$ cat config.mk
export PLATFORM = sky130hd
export DESIGN_NAME = layer2_argmax
export DESIGN_NICKNAME = d
export VERILOG_FILES = /design/src/rtl/layer2_argmax_pkg.sv /design/src/rtl/layer2_argmax_tracker.sv /design/src/rtl/layer2_argmax.sv
export SDC_FILE = /design/constraint.sdc
export NUM_CORES = 1
export LEC_CHECK = 0
export BUFFER_PORTS_ARGS = -buffer_cell sky130_fd_sc_hd__buf_2
export CAP_MARGIN = 20
export CORE_MARGIN = 5
export CORE_UTILIZATION = 40
export DETAILED_ROUTE_END_ITERATION = 8
export GPL_TIMING_DRIVEN = 0
export PLACE_DENSITY = 0.65
export SLEW_MARGIN = 20
export SYNTH_ARGS = -nofsm -noshare
export SYNTH_HDL_FRONTEND = slang
export SYNTH_SLANG_ARGS = --single-unit
$ cat constraint.sdc
create_clock -name clk -period 18.6 [get_ports clk]
set_input_delay 3.72 -clock clk [delete_from_list [all_inputs] [get_ports clk]]
set_output_delay 3.72 -clock clk [all_outputs]
set_load 0.02 [all_outputs]
$ cat src/rtl/layer2_argmax_pkg.sv
// Shared constants, state codes and helpers for the layer-2 argmax output stage.
package layer2_argmax_pkg;

  localparam int NUM_NODES       = 10;
  localparam int IN_BITS         = 200;
  localparam int IN_WORDS        = 13;
  localparam int NODE_STRIDE     = 202;
  localparam int KERNEL_WORDS    = NUM_NODES * NODE_STRIDE / 2;
  localparam int DEF_NUM_SAMPLES = 100;

  localparam logic [31:0] WEIGHT_ADDR = 32'h0001_0000;
  localparam logic [31:0] INPUT_ADDR  = 32'h0000_E000;
  localparam logic [31:0] RESULT_ADDR = 32'h0001_2000;

  localparam logic [10:0] KERNEL_WORDS_W = 11'(KERNEL_WORDS);
  localparam logic [10:0] IN_WORDS_W     = 11'(IN_WORDS);
  localparam logic [10:0] LAST_IN_WORD   = 11'(IN_WORDS - 1);
  localparam logic [31:0] IN_STEP        = 32'(IN_WORDS);
  localparam logic [11:0] STRIDE_W       = 12'(NODE_STRIDE);
  localparam logic [3:0]  LAST_NODE      = 4'(NUM_NODES - 1);
  localparam logic [6:0]  CALC_LAST      = 7'd100;
  localparam logic [15:0] MAX_INIT       = 16'h8000;

  typedef enum logic [3:0] {
    ST_IDLE  = 4'd0,
    ST_LDW   = 4'd1,
    ST_INIT  = 4'd2,
    ST_LDIN  = 4'd3,
    ST_BIAS  = 4'd4,
    ST_CALC  = 4'd5,
    ST_CMP   = 4'd6,
    ST_WRITE = 4'd7,
    ST_SDONE = 4'd8,
    ST_DONE  = 4'd9
  } l2_state_t;

  function automatic logic [15:0] sext8(input logic [7:0] b);
    return {{8{b[7]}}, b};
  endfunction

endpackage

$ cat src/rtl/layer2_argmax_tracker.sv
// Running maximum of the per-node sums; a strict signed compare keeps the
// lowest node index on ties.
module layer2_argmax_tracker
  import layer2_argmax_pkg::*;
(
  input  logic        clk,
  input  logic        reset,
  input  logic        clear,
  input  logic        update,
  input  logic [15:0] value,
  input  logic [3:0]  index,
  output logic [15:0] max_val,
  output logic [3:0]  max_idx
);

  always_ff @(posedge clk or posedge reset) begin
    if (reset) begin
      max_val <= '0;
      max_idx <= '0;
    end else if (clear) begin
      max_val <= MAX_INIT;
      max_idx <= '0;
    end else if (update && ($signed(value) > $signed(max_val))) begin
      max_val <= value;
      max_idx <= index;
    end
  end

endmodule

$ cat src/rtl/layer2_argmax.sv
// Layer-2 output stage: loads the kernel into an external byte BRAM, streams
// each 200-bit hidden vector from SDRAM and writes back the argmax class.
module layer2_argmax
  import layer2_argmax_pkg::*;
#(
  parameter int NUM_SAMPLES = DEF_NUM_SAMPLES
) (
  input  logic        clk,
  input  logic        reset,
  input  logic        ready,
  output logic        done,
  output logic [3:0]  state,
  output logic [3:0]  class_out,
  output logic        read_n,
  output logic        write_n,
  output logic        chipselect,
  output logic [1:0]  byteenable,
  output logic [31:0] address,
  output logic [15:0] writedata,
  input  logic [15:0] readdata,
  input  logic        readdatavalid,
  input  logic        waitrequest,
  output logic [11:0] s1_adr,
  output logic [11:0] s2_adr,
  output logic [7:0]  s1_d,
  output logic [7:0]  s2_d,
  input  logic [7:0]  s1_q,
  input  logic [7:0]  s2_q,
  output logic        s1_w,
  output logic        s2_w
);

  localparam logic [6:0] LAST_SAMPLE = 7'(NUM_SAMPLES - 1);

  l2_state_t cur;
  l2_state_t nxt;

  logic [10:0]        sent;
  logic [10:0]        received;
  logic [10:0]        count_target;
  logic               loading;
  logic               rd_req;
  logic               rd_accept;
  logic               rd_valid;
  logic [IN_BITS-1:0] vec;
  logic [15:0]        acc;
  logic [3:0]         node;
  logic [11:0]        node_base;
  logic [6:0]         calc_cnt;
  logic [6:0]         sample;
  logic [31:0]        in_base;
  logic [15:0]        max_val;
  logic [3:0]         max_idx;

  assign loading      = (cur == ST_LDW) || (cur == ST_LDIN);
  assign count_target = (cur == ST_LDW) ? KERNEL_WORDS_W : IN_WORDS_W;
  assign rd_req       = loading && (sent < count_target);
  assign rd_accept    = rd_req && !waitrequest;
  // Responses are only counted while a load is expecting them; strays are dropped.
  assign rd_valid     = loading && readdatavalid && (received < count_target);

  assign state      = cur;
  assign done       = (cur == ST_DONE);
  assign read_n     = !rd_req;
  assign write_n    = (cur != ST_WRITE);
  assign chipselect = 1'b1;
  assign byteenable = 2'b11;
  assign writedata  = {12'b0, max_idx};

  assign s1_d = readdata[7:0];
  assign s2_d = readdata[15:8];
  assign s1_w = (cur == ST_LDW) && rd_valid;
  assign s2_w = (cur == ST_LDW) && rd_valid;

  always_comb begin
    case (cur)
      ST_LDW:   address = WEIGHT_ADDR + {21'b0, sent};
      ST_LDIN:  address = in_base + {21'b0, sent};
      ST_WRITE: address = RESULT_ADDR + {25'b0, sample};
      default:  address = '0;
    endcase
  end

  // BRAM ports: kernel fill in LDW, bias fetch in BIAS, weight pairs in CALC.
  always_comb begin
    s1_adr = '0;
    s2_adr = '0;
    case (cur)
      ST_LDW: begin
        s1_adr = {received, 1'b0};
        s2_adr = {received, 1'b1};
      end
      ST_BIAS: s1_adr = node_base;
      ST_CALC: begin
        s1_adr = node_base + {4'b0, calc_cnt, 1'b0} + 12'd1;
        s2_adr = node_base + {4'b0, calc_cnt, 1'b0} + 12'd2;
      end
      default: ;
    endcase
  end

  always_ff @(posedge clk or posedge reset) begin
    if (reset) cur <= ST_IDLE;
    else       cur <= nxt;
  end

  always_comb begin
    nxt = cur;
    case (cur)
      ST_IDLE:  if (ready) nxt = ST_LDW;
      ST_LDW:   if (received == KERNEL_WORDS_W) nxt = ST_INIT;
      ST_INIT:  nxt = ST_LDIN;
      ST_LDIN:  if (received == IN_WORDS_W) nxt = ST_BIAS;
      ST_BIAS:  nxt = ST_CALC;
      ST_CALC:  if (calc_cnt == CALC_LAST) nxt = ST_CMP;
      ST_CMP:   nxt = (node == LAST_NODE) ? ST_WRITE : ST_BIAS;
      ST_WRITE: if (!waitrequest) nxt = ST_SDONE;
      ST_SDONE: nxt = (sample == LAST_SAMPLE) ? ST_DONE : ST_INIT;
      ST_DONE:  if (!ready) nxt = ST_IDLE;
      default:  nxt = ST_IDLE;
    endcase
  end

  // The hidden vector is rotated two bits per accumulate cycle, so after the
  // 100 pairs of one node it is back in place for the next node.
  always_ff @(posedge clk or posedge reset) begin
    if (reset) begin
      sent      <= '0;
      received  <= '0;
      vec       <= '0;
      acc       <= '0;
      node      <= '0;
      node_base <= '0;
      calc_cnt  <= '0;
      sample    <= '0;
      in_base   <= '0;
      class_out <= '0;
    end else begin
      if (rd_accept) sent <= sent + 11'd1;
      if (rd_valid)  received <= received + 11'd1;
      case (cur)
        ST_IDLE: begin
          sent     <= '0;
          received <= '0;
          sample   <= '0;
          in_base  <= INPUT_ADDR;
        end
        ST_INIT: begin
          sent      <= '0;
          received  <= '0;
          vec       <= '0;
          node      <= '0;
          node_base <= '0;
        end
        ST_LDIN: begin
          if (rd_valid) begin
            if (received == LAST_IN_WORD) vec <= {readdata[15:8], vec[IN_BITS-1:8]};
            else                          vec <= {readdata, vec[IN_BITS-1:16]};
          end
        end
        ST_BIAS: calc_cnt <= '0;
        ST_CALC: begin
          calc_cnt <= calc_cnt + 7'd1;
          if (calc_cnt == 7'd0) begin
            acc <= sext8(s1_q);
          end else begin
            acc <= acc + (vec[0] ? sext8(s1_q) : 16'd0) + (vec[1] ? sext8(s2_q) : 16'd0);
            vec <= {vec[1:0], vec[IN_BITS-1:2]};
          end
        end
        ST_CMP: begin
          node      <= node + 4'd1;
          node_base <= node_base + STRIDE_W;
        end
        ST_WRITE: if (!waitrequest) class_out <= max_idx;
        ST_SDONE: begin
          sample  <= sample + 7'd1;
          in_base <= in_base + IN_STEP;
        end
        default: ;
      endcase
    end
  end

  layer2_argmax_tracker u_tracker (
    .clk     (clk),
    .reset   (reset),
    .clear   (cur == ST_INIT),
    .update  (cur == ST_CMP),
    .value   (acc),
    .index   (node),
    .max_val (max_val),
    .max_idx (max_idx)
  );

endmodule

---- Word-level counts from Yosys, hierarchy flattened ----
Cells that the tools add are included.
cells by class
  add/subtract/negate cells ............... 15
  $lt $le $gt $ge ......................... 3
  eq/ne operators ......................... 24
  multiplexer cells ....................... 33
  bitwise gates (word level) .............. 1
  reduce and logical (&&, ||, !) cells .... 22
operators with widths
  cell                      count
  $pmux W200 S3             1
  $mux W200                 2
  $mux W192                 1
  $pmux W32 S3              1
  $mux W16                  5
  $pmux W32 S2              1
  $pmux W12 S2              2
  $mux W11                  4
  $pmux W4 S10              1
  $mux W4                   9
  $pmux W12 S3              1
  $add A16 B16 Y16          2
  $add A32 B11 Y32          1
  $add A32 B4 Y32 const B   1
  $pmux W7 S2               2
  $add A11 B1 Y11 const B   2
  $eq A11 B4 Y1 const B     2
  $lt A11 B10 Y1            2
  $add A17 B11 Y18 const A  1
  $add A17 B7 Y18 const A   1
  $eq A4 B3 Y1 const B      4
  $gt A16 B16 Y1            1
  $add A7 B1 Y7 const B     2
  $eq A7 B7 Y1 const B      2
  27 further kinds          47
storage, ports and cells
  flip-flop bits (word level) ............. 328
  input port bits ......................... 37
  output and inout bits ................... 104

---- Depth between registers and ports, before layout ----
  depth after elaboration ................. 7
  depth in mapped cells ................... 14
  depth with buffers taken out ............ 13

---- By module ----
Synthesis repeated with hierarchy kept, for this count alone.
second synthesis, totals
  cells, all modules ...................... 2331
  area, all modules ....................... 22997.1 um^2
modules (own cells, without submodules)
  module                 times used  cells each  area an instance (um^2)
  layer2_argmax          1           2185        21585.7
  layer2_argmax_tracker  1           146         1411.4

---- Worst setup path after synthesis ----
OpenSTA, ideal clock, no wires.
  path kind ............................... input to output
  start ................................... input port readdatavalid
  end ..................................... output port s2_w
  data arrival time ....................... 5.166 ns
  data required time ...................... 14.880 ns
  slack ................................... 9.714 ns
  stages .................................. 5
  cells stage by stage .................... inv_1 -> a2111oi_0 -> nand3_1 -> nor3_1 -> buf_4
on the way
  longest elaborated chain between the ends .. 3
RTL lines
  item                               RTL line             source
  from (decl)                        layer2_argmax.sv:21  input logic readdatavalid,
  $logic_and A1 B1 Y1 (2 in series)  layer2_argmax.sv:60  assign rd_valid = loading && readdatavalid && (received < count_target);
  $logic_and A1 B1 Y1                n/a
  to (decl)                          layer2_argmax.sv:30  output logic s2_w
No other way between the ends.

---- Worst setup path in the final report ----
  start ................................... input port readdatavalid
  end ..................................... output port s2_w
on the way
  longest elaborated chain between the ends .. 3
RTL lines
  item                               RTL line             source
  $logic_and A1 B1 Y1 (2 in series)  layer2_argmax.sv:60
  $logic_and A1 B1 Y1                layer2_argmax.sv:73  assign s2_w = (cur == ST_LDW) && rd_valid;
No other way between the ends.

==> out/qor.yml <==
status: "finished clean"
grtUsageMet2_pct: 30.13
io_buffers: 125
reg2reg_to: "vec[87]$_DFFE_PP0P_"
die_area_um2: 60320
fp.dieH_um: 245.6
drv_cap: 0
min_period_ns: 9.180
avgViaCountPerCell: 5.508
postCtsHoldBufs: 0
syn_area_per_cell_um2: 9.356
place.gp.congestion: 0.9097
wirelength_mm: 58.38
yosys.area_share.simple_pct: 13.43
use_met1_pct: 26.95
grt_use_met3_pct: 3.239
numCtsBuffers: 39
overflow: 0
synth_compound_area_share_pct: 14.10
fin_crit_sh_pct: 49.35
grt_max_degree: 104
seq_area_frac_synth_pct: 36.86
die_x_um: 245.6
cp_max_fo: 9
drtIter0Drc: 1268
dp.final_hpwl_mm: 42.86
synth_edf_count: 0
grt_usage_pct: 19.04
power_leakage_nw: 12.63
hold_viol: 0
setup-violations-final: 0
busiest_layer: "met2"
layout-drive-gt1-share_pct: 17.24
syn_inst: 2373
nets: 2705
synth_top_flop_cell: "dfrtp_1"
maxSlewViolCount: 0
path_clk_slew_ns: 0.06
ys_seq_elements: 327
syn-cell-area_um2: 22200
num_vias: 18370
vdd_drop_max_mv: 0.07591
worstSetupStartpointType: "input pin"
cp_data_required_time_ns: 14.88
ctsHtreeMaxLevel: 2
post_cts_resized: 0
placedCellCount: 3264
synthMuxAreaShare_pct: 20.24
cts.sinks: 327
tightest_slew_ns: 1.135
drcViolationCount: 0
max_freq_mhz: 108.9
clk-insertion-delay-late_ns: 0.57
cpMostUsedCell: "buf_2"
core_area_um2: 55090
endpoint: "s2_w"
path_depth: 7
cts_setup_buffers: 0
rows: 86
rr_worst_depth: 11
slowest_delay_ns: 0.50
cts.path.max_buffers: 3
yosysWarnings: 0
drt_first_pass_iters: 8
timing_worst_setup_path_type: "in2out"
synth-adder-area-share_pct: 6.864
rr_startpoint: "state[3]$_DFFE_PP0P_"
finalSetupTns_ns: 0
synth_cell_types: 79
antenna_found_initial: 0
endpoint_kind: "output pin"
crit_chain: "buf_2 -> inv_1 -> a2111oi_0 -> nand3_1 -> nor3_1 -> buf_4 -> buf_2"
fin_skew_ns: 0.02945
cp_slowest_cell: "nor3_1"
rsz0062_at_grt: "false"
start_util_pct: 40.30
ios: 141
relSlewSlack_pct: 23.66
arrival_ns: 5.46
grt_pass1_vias: 18690
crit_family: "simple AND/OR/NAND/NOR gates"
hp-class: "reg2reg"
power_density_nw_per_um2: 112.5
crit_start: "readdatavalid"
synthArstFlopShare_pct: 100.0
synth_top_family_by_area: "multiplexers"
r2r_setup_slack_ns: 14.39
areaGrowthSynthToFinish_pct: 14.15
antenna_left: 0
cts_tree: "built"
n_antenna_cell: 0
wl_per_cell_um: 17.51
cp_num_buf_inv: 4
synth_xor_area_share_pct: 3.314
instances_no_fill: 3335
cts_root_buffer: "clkbuf_16"
grt_pass1_wl_mm: 96.54
-- logic make-up after synthesis --
group / after synthesis
flip-flops: 327
buffers and inverters: 242
other: 2
AO/OA/AOI/OAI: 525
adder cells (fa/ha/maj): 111
AND/OR/NAND/NOR: 660
XOR/XNOR: 84
multiplexers: 422
-- flip-flops by register name, indices dropped and copies added (netlist names), 7 cells and up --
register	cells
u_tracker.max_val	16
received	11
sample	7
sent	11
node_base	11
calc_cnt	7
vec	200
acc	16
in_base	32
-- worst min path at each step --
| stage | from | to | slack [ns] | cells after the start |
|---|---|---|---|---|
| after floorplan | vec[2]$_DFFE_PP0P_ | vec[2]$_DFFE_PP0P_ | 0.48 | 1 |
| after global placement | vec[3]$_DFFE_PP0P_ | vec[3]$_DFFE_PP0P_ | 0.49 | 1 |
| after detailed placement | vec[5]$_DFFE_PP0P_ | vec[5]$_DFFE_PP0P_ | 0.49 | 1 |
| after CTS | vec[5]$_DFFE_PP0P_ | vec[5]$_DFFE_PP0P_ | 0.51 | 1 |
| after global routing | class_out[2]$_DFFE_PP0P_ | class_out[2]$_DFFE_PP0P_ | 0.53 | 1 |
| final | vec[5]$_DFFE_PP0P_ | vec[5]$_DFFE_PP0P_ | 0.51 | 1 |
-- synthesized netlist by cell type (all sizes together), types with 4 or more instances --
cell / instances / share of area, %
a211o: 4 / 0.16
a211oi: 23 / 0.80
a21o: 25 / 0.86
a21oi: 84 / 1.9
a22o: 14 / 0.55
a311oi: 5 / 0.20
a31oi: 13 / 0.37
and2: 16 / 0.45
and3: 14 / 0.42
buf: 91 / 2.6
clkbuf: 85 / 1.4
dfrtp: 327 / 37
fa: 18 / 1.6
ha: 93 / 5.2
inv: 65 / 1.1
mux2: 215 / 11
mux2i: 207 / 9.3
nand2: 316 / 5.4
nand2b: 16 / 0.45
nand3: 39 / 0.88
nand4: 20 / 0.56
nor2: 132 / 2.2
nor2b: 20 / 0.56
nor3: 37 / 0.86
nor4: 6 / 0.17
o2111ai: 4 / 0.24
o211ai: 8 / 0.27
o21a: 13 / 0.44
o21ai: 282 / 6.4
o21bai: 4 / 0.14
o22ai: 4 / 0.11
o311ai: 6 / 0.24
o31ai: 9 / 0.30
o41ai: 5 / 0.20
or2: 7 / 0.20
or3: 19 / 0.54
or4: 7 / 0.24
xnor2: 62 / 2.4
xor2: 22 / 0.87
-- stage by stage --
stage | utilization (%) | total power [mW] | worst slack (ns) | hold WS (ns) | area, um2
2_1_floorplan | - | 1.673 | 5.825 | 0.4792 | 22250
3_3_place_gp | 43.22 | 1.971 | 1.793 | 0.4872 | 23810
3_5_place_dp | 43.44 | 2.006 | 9.259 | 0.4936 | 23930
4_1_cts | 45.99 | 2.867 | 9.241 | 0.5066 | 25340
5_1_grt | 46.00 | 3.022 | 9.048 | 0.5267 | 25340
6_report | 46.00 | 2.851 | 9.420 | 0.5099 | 25340
-- layer usage --
| layer | part of all wire (%) | routed length, um | up-vias |
|---|---|---|---|
| li1 | - | - | 8731 |
| met1 | 47 | 27600 | 9067 |
| met2 | 45 | 26260 | 451 |
| met3 | 5.1 | 2985 | 121 |
| met4 | 2.6 | 1544 | 0 |
| met5 | 0 | 0 | - |
-- final cells by class --
class / count / area (um2)
Multi-Input combinational cell: 1817 / 12930
Fill cell: 5289 / 29750
Buffer: 176 / 899.6
Timing Repair Buffer: 130 / 730.7
Clock buffer: 55 / 1127
Inverter: 66 / 255.2
Clock inverter: 16 / 280.3
Tap cell: 748 / 935.9
Sequential cell: 327 / 8183
-- power by group --
group	internal (mW)	switching, mW	leakage [nW]
clock	0.522	0.320	0.687
combinational	0.402	0.727	7.47
sequential	0.788	0.0915	4.47
total	1.71	1.14	12.6
-- cell usage in the layout, fill, tap and decap left out, types with 8 or more instances in the layout --
master	synthesis	layout
dfrtp_1	327	327
nor2b_1	20	20
a21o_1	23	23
o211ai_1	8	8
xnor2_1	62	62
nor3_1	36	34
fa_1	18	18
nand4_1	20	20
mux2_1	57	57
clkbuf_1	84	92
conb_1	2	15
a21oi_1	83	83
nand3_1	39	39
o21ai_0	279	279
buf_2	16	141
or3_1	19	19
buf_1	21	21
a31oi_1	13	13
a22o_1	14	14
a211oi_1	22	22
and3_1	13	13
clkbuf_16	0	40
inv_1	65	64
nand2_1	315	315
mux2i_1	207	207
ha_1	93	93
nand2b_1	16	16
buf_4	50	50
o21a_1	13	13
nor2_1	131	131
mux2_2	158	158
o31ai_1	9	9
xor2_1	22	22
and2_1	16	16
No activity file was read; power rests on OpenSTA's default activity.
